===== src/rtl/seq_pattern_tx_if.sv =====
// Handshake and serial-output bundle for seq_pattern_tx.
// The master drives the payload word; the slave is the serializer.
interface seq_pattern_tx_if #(
    parameter int DATA_W = 8
) ();
    logic [DATA_W-1:0] din;
    logic              din_valid;
    logic              din_ready;
    logic              dout;
    logic              dout_valid;
    logic              frame_done;
    logic              busy;

    modport master (
        output din, din_valid,
        input  din_ready, dout, dout_valid, frame_done, busy
    );

    modport slave (
        input  din, din_valid,
        output din_ready, dout, dout_valid, frame_done, busy
    );
endinterface


===== src/rtl/seq_pattern_tx.sv =====
// Serial frame transmitter: sync pattern, then payload (both MSB first), then an idle gap.
// All serial outputs are registered from the next-state values, so they depend on state only.
module seq_pattern_tx #(
    parameter int                DATA_W   = 8,
    parameter int                SYNC_W   = 4,
    parameter logic [SYNC_W-1:0] SYNC_PAT = 4'b1001,
    parameter int                GAP_CYC  = 1
) (
    input logic             clk,
    input logic             rst,
    seq_pattern_tx_if.slave bus
);
    localparam int MAX_A = (SYNC_W > DATA_W) ? SYNC_W : DATA_W;
    localparam int MAX_B = (MAX_A > GAP_CYC) ? MAX_A : GAP_CYC;
    localparam int CW    = $clog2(MAX_B + 1);

    localparam logic [CW-1:0] SYNC_LD = CW'(SYNC_W - 1);
    localparam logic [CW-1:0] DATA_LD = CW'(DATA_W - 1);
    localparam logic [CW-1:0] GAP_LD  = (GAP_CYC > 0) ? CW'(GAP_CYC - 1) : '0;

    // Sparse encoding leaves spare codes; any of them falls back to IDLE.
    typedef enum logic [2:0] {
        S_IDLE = 3'b000,
        S_SYNC = 3'b001,
        S_DATA = 3'b010,
        S_GAP  = 3'b100
    } state_t;

    state_t            r_state;
    state_t            w_state_nxt;
    logic [CW-1:0]     r_cnt;
    logic [CW-1:0]     w_cnt_nxt;
    logic [DATA_W-1:0] r_shreg;
    logic [DATA_W-1:0] w_shreg_nxt;
    logic              r_dout;
    logic              r_dout_valid;
    logic              r_frame_done;
    logic              w_dout_nxt;
    logic              w_dout_valid_nxt;
    logic              w_frame_done_nxt;

    function automatic logic sync_bit(input logic [CW-1:0] idx);
        logic b;
        b = 1'b0;
        for (int i = 0; i < SYNC_W; i++) begin
            if (idx == CW'(i)) b = SYNC_PAT[i];
        end
        return b;
    endfunction

    always_ff @(posedge clk or posedge rst) begin
        if (rst) begin
            r_state      <= S_IDLE;
            r_cnt        <= '0;
            r_shreg      <= '0;
            r_dout       <= 1'b0;
            r_dout_valid <= 1'b0;
            r_frame_done <= 1'b0;
        end else begin
            r_state      <= w_state_nxt;
            r_cnt        <= w_cnt_nxt;
            r_shreg      <= w_shreg_nxt;
            r_dout       <= w_dout_nxt;
            r_dout_valid <= w_dout_valid_nxt;
            r_frame_done <= w_frame_done_nxt;
        end
    end

    always_comb begin
        w_state_nxt = r_state;
        w_cnt_nxt   = r_cnt;
        w_shreg_nxt = r_shreg;
        case (r_state)
            S_IDLE: begin
                if (bus.din_valid) begin
                    w_state_nxt = S_SYNC;
                    w_cnt_nxt   = SYNC_LD;
                    w_shreg_nxt = bus.din;
                end
            end
            S_SYNC: begin
                if (r_cnt == '0) begin
                    w_state_nxt = S_DATA;
                    w_cnt_nxt   = DATA_LD;
                end else begin
                    w_cnt_nxt = r_cnt - CW'(1);
                end
            end
            S_DATA: begin
                if (r_cnt == '0) begin
                    w_state_nxt = (GAP_CYC > 0) ? S_GAP : S_IDLE;
                    w_cnt_nxt   = GAP_LD;
                end else begin
                    // The bit on the wire is always the MSB, so advance by shifting left.
                    w_cnt_nxt   = r_cnt - CW'(1);
                    w_shreg_nxt = r_shreg << 1;
                end
            end
            S_GAP: begin
                if (r_cnt == '0) begin
                    w_state_nxt = S_IDLE;
                end else begin
                    w_cnt_nxt = r_cnt - CW'(1);
                end
            end
            default: begin
                w_state_nxt = S_IDLE;
                w_cnt_nxt   = '0;
                w_shreg_nxt = '0;
            end
        endcase
    end

    always_comb begin
        w_dout_nxt       = 1'b0;
        w_dout_valid_nxt = 1'b0;
        w_frame_done_nxt = 1'b0;
        case (w_state_nxt)
            S_SYNC: begin
                w_dout_valid_nxt = 1'b1;
                w_dout_nxt       = sync_bit(w_cnt_nxt);
            end
            S_DATA: begin
                w_dout_valid_nxt = 1'b1;
                w_dout_nxt       = w_shreg_nxt[DATA_W-1];
                w_frame_done_nxt = (w_cnt_nxt == '0);
            end
            default: ;
        endcase
    end

    assign bus.dout       = r_dout;
    assign bus.dout_valid = r_dout_valid;
    assign bus.frame_done = r_frame_done;
    assign bus.din_ready  = (r_state == S_IDLE);
    assign bus.busy       = (r_state == S_SYNC) || (r_state == S_DATA) || (r_state == S_GAP);
endmodule

===== src/flat_wrapper.sv =====
// flat-port wrapper written by rule: the top's interface ports become plain ports
module seq_pattern_tx_flat 
#(
    parameter int                DATA_W   = 8,
    parameter int                SYNC_W   = 4,
    parameter logic [SYNC_W-1:0] SYNC_PAT = 4'b1001,
    parameter int                GAP_CYC  = 1
)
  (clk, rst, bus_din, bus_din_valid, bus_din_ready, bus_dout, bus_dout_valid, bus_frame_done, bus_busy);
  seq_pattern_tx_if #(.DATA_W(DATA_W)) bus_i ();
  input logic clk;
  input logic rst;
  input wire logic [$bits(bus_i.din)-1:0] bus_din;
  input wire logic [$bits(bus_i.din_valid)-1:0] bus_din_valid;
  output wire logic [$bits(bus_i.din_ready)-1:0] bus_din_ready;
  output wire logic [$bits(bus_i.dout)-1:0] bus_dout;
  output wire logic [$bits(bus_i.dout_valid)-1:0] bus_dout_valid;
  output wire logic [$bits(bus_i.frame_done)-1:0] bus_frame_done;
  output wire logic [$bits(bus_i.busy)-1:0] bus_busy;
  assign bus_i.din = bus_din;
  assign bus_i.din_valid = bus_din_valid;
  assign bus_din_ready = bus_i.din_ready;
  assign bus_dout = bus_i.dout;
  assign bus_dout_valid = bus_i.dout_valid;
  assign bus_frame_done = bus_i.frame_done;
  assign bus_busy = bus_i.busy;
  seq_pattern_tx #(.DATA_W(DATA_W), .SYNC_W(SYNC_W), .SYNC_PAT(SYNC_PAT), .GAP_CYC(GAP_CYC)) u_core (.clk(clk), .rst(rst), .bus(bus_i));
endmodule

===== config.mk =====
export PLATFORM = sky130hd
export DESIGN_NAME = seq_pattern_tx_flat
export DESIGN_NICKNAME = d
export VERILOG_FILES = /design/src/rtl/seq_pattern_tx_if.sv /design/src/rtl/seq_pattern_tx.sv /design/src/flat_wrapper.sv
export SDC_FILE = /design/constraint.sdc
export NUM_CORES = 1
export LEC_CHECK = 0
export BUFFER_PORTS_ARGS = -buffer_cell sky130_fd_sc_hd__buf_2
export CAP_MARGIN = 10
export CORE_ASPECT_RATIO = 1.1
export CORE_UTILIZATION = 59
export CTS_CLUSTER_DIAMETER = 80
export DETAILED_ROUTE_END_ITERATION = 16
export PLACE_DENSITY = 0.88
export SLEW_MARGIN = 0
export SYNTH_ARGS = -nofsm -noshare
export SYNTH_HDL_FRONTEND = slang
export SYNTH_SLANG_ARGS = --single-unit

===== constraint.sdc =====
create_clock -name clk -period 3.8 [get_ports clk]
set_input_delay 0.19 -clock clk [delete_from_list [all_inputs] [get_ports clk]]
set_output_delay 0.19 -clock clk [all_outputs]
set_load 0.01 [all_outputs]

==> results of run 1 <==
-- power by group --
part	total [µW]	switching (µW)	internal, µW
clock	89.8	53.1	36.7
combinational	457	248	210
sequential	356	92.3	264
-- worst min-delay path by stage --
stage               start           endpoint  slack [ns]
global route          rst  u_core.r_shreg[2]        0.04
CTS                   rst  u_core.r_state[2]       0.005
detailed placement    rst  u_core.r_shreg[6]        0.32
global placement      rst  u_core.r_shreg[6]        0.30
floorplan             rst    u_core.bus.dout        0.13
finish                rst    u_core.r_cnt[0]        0.01
-- layer usage --
layer,share of wire,up-vias
met2,0.52,18
met3,0.019,6
met5,0,-
met1,0.45,444
met4,0.011,0
li1,-,434
-- synthesized netlist by cell type, types with 2 or more instances --
cell type,count
a21oi_1,5
nor2_1,8
buf_2,4
o31ai_1,4
nand2_1,5
dfrtp_1,18
o21ai_0,3
a2111oi_0,2
o2bb2ai_1,2
or3b_1,2
nand3b_1,2
nor2b_1,3
ha_1,3
inv_1,11
nand2b_1,3
a222oi_1,6
xor2_1,2
nor3_1,5
-- placed cells by master (no fill, tap or decap), types with 2 or more instances in the layout --
cell       Yosys  final
dfrtp_1       18     18
buf_2          4     15
inv_1         11     11
nor2_1         8      8
a222oi_1       6      6
nand2_1        5      5
nor3_1         5      5
a21oi_1        5      5
o31ai_1        4      4
nand2b_1       3      3
nor2b_1        3      3
o21ai_0        3      3
ha_1           3      3
clkbuf_4       0      3
or3b_1         2      2
nand3b_1       2      2
xor2_1         2      2
a2111oi_0      2      2
o2bb2ai_1      2      2
-- state kept, by name, summed over array words and instances (netlist names) --
name / count
u_core.r_shreg: 8
u_core.r_cnt: 4
u_core.r_state: 3
u_core.bus.dout: 1
u_core.bus.dout_valid: 1
u_core.bus.frame_done: 1
-- worst reg2reg max path, stage by stage, from the launching register on --
cell and delay [ns]:
dfrtp_1 0.44, inv_1 0.12, ha_1 0.30, nor3b_4 0.42
inv_2 0.13, ha_1 0.29, nand2_1 0.07, o31ai_1 0.09
o32a_1 0.36, xor2_1 0.15, o2bb2ai_1 0.13
-- cell type report --
cell class | instances | area [µm²] | share of cell area
tap | 17 | 21.3 | 0.0184
inverter | 12 | 45.0 | 0.0390
timing repair buffer | 15 | 75.1 | 0.0649
multi-input combinational | 74 | 542 | 0.469
clock buffer | 3 | 22.5 | 0.0195
sequential | 18 | 450 | 0.390
-- through the flow --
step / cell area (µm²) / instances / power, µW / hold WS, ns / setup WS, ns
2_1_floorplan: 1070 / 111 / 714 / 0.129 / 1.57
3_3_place_gp: 1130 / 136 / 790 / 0.301 / 1.42
3_5_place_dp: 1130 / 136 / 811 / 0.321 / 1.29
4_1_cts: 1160 / 139 / 903 / 0.00452 / 1.26
5_1_grt: 1160 / 139 / 973 / 0.0407 / 1.03
6_report: 1160 / 139 / 903 / 0.0109 / 1.23
-- cell families (layout without fill, tap and decap cells) --
kind of cell | Yosys count | in the layout
AOI/OAI and AO/OA | 31 | 31
xor gates and xnor gates | 2 | 2
adders and majority gates | 3 | 3
buffers and inverters | 19 | 30
DFF | 18 | 18
and+or+nand+nor | 38 | 38
==> impl_metrics.ini, run 1 <==
[cells_and_area]
nets = 138
areaGrowthSynthToFinish_pct = 7.82
fin_util = 0.708
nFillCells = 126
drive_above_1_share = 0.197
antennaDiodeCount = 0

[worst_setup_path]
path_buf_inv = 2
crit_top_cell = ha_1
cp_data_arrival_time_ns = 2.78
worstPathMaxFanout = 8
startpoint = u_core.r_cnt[0]
path_cells = inv_1, ha_1, nor3b_4, inv_2, ha_1, nand2_1, o31ai_1, o32a_1, xor2_1, o2bb2ai_1
r2r_start = u_core.r_cnt[0]
r2r-end = u_core.bus.dout
slowest_delay_ns = 0.44
cp-start-kind = flip-flop
crit_slowest_cell = dfrtp_1
cp-endpoint = u_core.bus.dout
end_kind = flip-flop
r2r_slack_ns = 1.23
r2r_cells = 10
cp_num_cells = 10
critPathRequiredTime_ns = 4.01
crit_type = flip-flop to flip-flop
cp_top_family = adder cells

[yosys]
synth_xor_area_frac = 0.0163
synth-seq-area-share = 0.420
yosysUniqueCellTypes = 41
synth_top_area_cell = dfrtp_1
synth-main-ff-cell = dfrtp_1
synth_edf_count = 0
synth_area_leaders = dfrtp_1 (42%), a222oi_1 (5.6%), inv_1 (3.9%), ha_1 (3.5%), nor2_1 (2.8%)
synth_top_family_by_area = compound AO/OA/AOI/OAI gates
syn_area_mm2 = 0.00107
netlist_instances = 111
yosys.area_share.simple = 0.221
yosys.area_share.adder = 0.0350
synth_compound_area_frac = 0.233
synth.mux.area_fraction = 0
synth_top_area_share = 0.420
ys.warnings.count = 0
syn_nets = 125
postSynthAreaPerCell_um2 = 9.66
synth_seq_cells = 18
synthArstFlopShare = 1.00

[sta]
tightestPinTransition_ns = 0.882
skew_ns = 0.00516
rsz0062_at_grt = no
maxSlewViolCount = 0
finalHoldViolations = 0
finalSetupTns_ns = 0
min_period_over_period = 0.675
fmaxAchievable_mhz = 390
setup_viol = 0
min_period_ns = 2.57
slew_headroom = 0.408

[cts]
cts_max_path_buffers = 2
clk_latency_ns = 0.28
cts_root_buffer = clkbuf_4
post_cts_buffers = 0
cts.repair.resized = 0
cts_tree = done
cts_htree_levels = 1
cts.sinks = 18
cts_hold_buf = 0
cts_made_buffers = 3
clk_pin_slew_ns = 0.10

[grt]
grt_pass1_vias = 845
grt_pass1_wl_um = 3680
gr-total-overflow = 0
grt_util_met1 = 0.297
grt_usage = 0.247
antenna_found_initial = 0
use_met2 = 0.452
top_usage_layer = met2
grt_max_degree = 23
use_met3 = 0.0314

[placed_design]
post-dp-hpwl_um = 1650
routabilityCongestion = 0.841
port_buffers = 15

[route]
ant_nets = 0
drc_errors = 0
drt_iter0_markers = 32
drtPass1Iterations = 4
vias = 902
wl_per_cell_um = 16.5
avgViaCountPerCell = 6.49
detail_route.wirelength_um = 2290

[job]
drv_cap = 0

[die]
rows = 15
core_mm2 = 0.00163
die_x_um = 42.6
fp.dieH_um = 46.7
dieArea_mm2 = 0.00199
num_io_pins = 16
initial_core_util = 0.657

[power]
ir_worst_vdd_mv = 0.479
p_leak_uw = 0.000536
cellPowerDensity_mw_per_mm2 = 781

[run_status]
status = complete, no violations

[worst_hold_path]
min_path_type = input pin to asynchronous set/reset pin
Note: power is estimated with default switching activity, not from simulation.
==> run 2: changes to the inputs <==
- ABC_AREA: not set -> 1
- CORE_UTILIZATION: 59 -> 49
- PLACE_DENSITY: 0.88 -> 0.79
- clock period: 3.8 -> 2.3 ns (I/O delays scaled with it)
==> run 2 against run 1 <==
Effect of this change: clock power grew 120%; register-to-register slack worse by 0.83 ns; fmax rose by 35%; non-clock buffer count increased by 1; largest power group unchanged.
==> impl_metrics.ini, run 2 <==
[run_status]
status = complete, no violations

[yosys]
synth_area_leaders = dfrtp_1 (43%), nand2_1 (13%), inv_1 (5.8%), nand3_1 (4.3%), a22oi_1 (4.3%)
netlist_instances = 127
syn_area_mm2 = 0.00104
synth_edf_count = 0
ys.warnings.count = 0
synthArstFlopShare = 1.00
synth-seq-area-share = 0.435
synth.mux.area_fraction = 0
yosys.cell_count.top_type = nand2_1
synth_top_area_cell = dfrtp_1
synth_top_area_share = 0.435
yosysUniqueCellTypes = 21
synth_top_family_by_area = simple AND/OR/NAND/NOR gates
yosys.area_share.adder = 0.0362
synth-main-ff-cell = dfrtp_1
syn_nets = 141
postSynthAreaPerCell_um2 = 8.16
yosys.area_share.simple = 0.345
synth_xor_area_frac = 0
yosys-top-cells-count = nand2_1 (35), dfrtp_1 (18), inv_1 (16)
synth_compound_area_frac = 0.111
synth_seq_cells = 18

[power]
switching_share = 0.468
p_switching_uw = 749
p_int_uw = 850
ir_worst_vdd_mv = 0.696
cellPowerDensity_mw_per_mm2 = 1340
pwr-share-seq = 0.328
pwr-share-comb = 0.551
p_leak_uw = 0.000677
p_clk_frac = 0.122

[route]
drc_errors = 0
avgViaCountPerCell = 4.94
detail_route.wirelength_um = 2030
ant_nets = 0
wl_per_cell_um = 11.6
vias = 864
drt_iter0_markers = 20
drtPass1Iterations = 4

[worst_hold_path]
min_path_type = input pin to flip-flop
min_delay_path_depth = 2

[cells_and_area]
drive_above_1_share = 0.320
nFillCells = 199
layout_common_cells = nand2_1 (35), dfrtp_1 (18), inv_1 (16), buf_2 (15), nand3_1 (9)
ff_latch_area_um2 = 450
top_regs = u_core.r_shreg (8), u_core.r_cnt (4), u_core.r_state (3)
multiInputGateArea_um2 = 510
largest_register = u_core.r_shreg
nets = 162
antennaDiodeCount = 0
largest_reg_flops = 8
areaGrowthSynthToFinish_pct = 15.1
final_common_cell = nand2_1
final_area_mm2 = 0.00119

[worst_setup_path]
path_cells = inv_1, ha_1, nand2_2, ha_1, nand3b_1, nand2_1, nor2_1, inv_1, nand2_1, nand2_1, nand3_1, nand2_1
path_buf_inv = 2
crit_type = flip-flop to flip-flop
critPathRequiredTime_ns = 2.49
end_kind = flip-flop
worstPathMaxFanout = 7
cp_num_cells = 12
cp_top_family = simple AND/OR/NAND/NOR gates
crit_top_cell = nand2_1
crit_slowest_cell = dfrtp_1
r2r_cells = 12
cp_data_arrival_time_ns = 2.09
slowest_delay_ns = 0.39
cp-start-kind = flip-flop

[grt]
grt_pass1_vias = 814
grt_pass1_wl_um = 3590
grt_usage = 0.214
antenna_found_initial = 0
grt_max_degree = 19
gr-total-overflow = 0

[sta]
slew_headroom = 0.570
rsz0062_at_grt = no
finalSetupTns_ns = 0
min_period_ns = 1.90
tightestPinTransition_ns = 0.644
fmaxAchievable_mhz = 526
min_period_over_period = 0.826
skew_ns = 0.00287
finalHoldViolations = 0
setup_viol = 0
maxSlewViolCount = 0

[die]
initial_core_util = 0.518
num_io_pins = 16
rows = 17
core_mm2 = 0.00200
fp.dieH_um = 50.2
dieArea_mm2 = 0.00230
die_x_um = 45.8

[placed_design]
place_area_mm2 = 0.00115
routabilityCongestion = 0.811
post-dp-hpwl_um = 1610
port_buffers = 15

[cts]
cts.sinks = 18
cts_tree = done
cts_root_buffer = clkbuf_4
cts_max_path_buffers = 2
post_cts_buffers = 0
cts_made_buffers = 3
clk_latency_ns = 0.29
clk_pin_slew_ns = 0.10
cts_htree_levels = 1

[job]
drv_cap = 0
## run 2: routing by layer
| metal | GRT usage | part of all wire |
|---|---|---|
| met5 | 0 | 0 |
| met4 | 0.0882 | 0.0069 |
| met3 | 0.0216 | 0.027 |
| met2 | 0.338 | 0.51 |
| met1 | 0.294 | 0.45 |
## run 2: cell type report
cell class | count | share of cell area
clock buffer | 4 | 0.0304
inverter | 20 | 0.0630
multi-input combinational | 89 | 0.428
sequential | 18 | 0.378
tap | 28 | 0.0294
timing repair buffer | 16 | 0.0714
## run 2: what timing repair did
action / CTS / global route
endpoints found under the hold margin: 18 / 0
gates resized for setup: 0 / 0
hold buffers: 1 / 0
## run 2: worst paths after layout
check | start | to | slack, ns
hold / removal | bus_din[0] | u_core.r_shreg[0] | 0.04
setup / recovery | u_core.r_cnt[0] | u_core.bus.dout | 0.40
min in group asynchronous | rst | u_core.r_state[1] | 0.44
setup reg to reg | u_core.r_cnt[0] | u_core.bus.dout | 0.40
hold reg to reg | u_core.r_shreg[5] | u_core.r_shreg[5] | 0.49
max in group asynchronous | rst | u_core.bus.dout_valid | 1.45
## run 2: power by group through the flow
| stage | registers, µW | clock network (µW) | logic, µW |
|---|---|---|---|
| final | 524 | 194 | 881 |
| after global routing | 543 | 205 | 992 |
| after CTS | 525 | 197 | 888 |
| after detailed placement | 529 | 0 | 883 |
| after global placement | 520 | 0 | 846 |
| after floorplan | 518 | 0 | 676 |
## run 2: kinds of logic after synthesis
logic type	after synthesis
buffers and inverters	20
adders and majority gates	3
DFF	18
AOI/OAI and AO/OA	15
and+or+nand+nor	71
## run 2: stage by stage
| stage | std cells | setup WS, ns | utilization | power [µW] | hold WS (ns) |
|---|---|---|---|---|---|
| after detailed placement | 170 | 0.423 | 0.573 | 1410 | 0.247 |
| after global routing | 175 | 0.208 | 0.596 | 1740 | 0.0447 |
| after global placement | 170 | 0.569 | 0.573 | 1370 | 0.227 |
| final | 175 | 0.400 | 0.596 | 1600 | 0.0424 |
| after CTS | 175 | 0.411 | 0.596 | 1610 | 0.0398 |
| after floorplan | 127 | 0.640 | - | 1190 | 0.0536 |
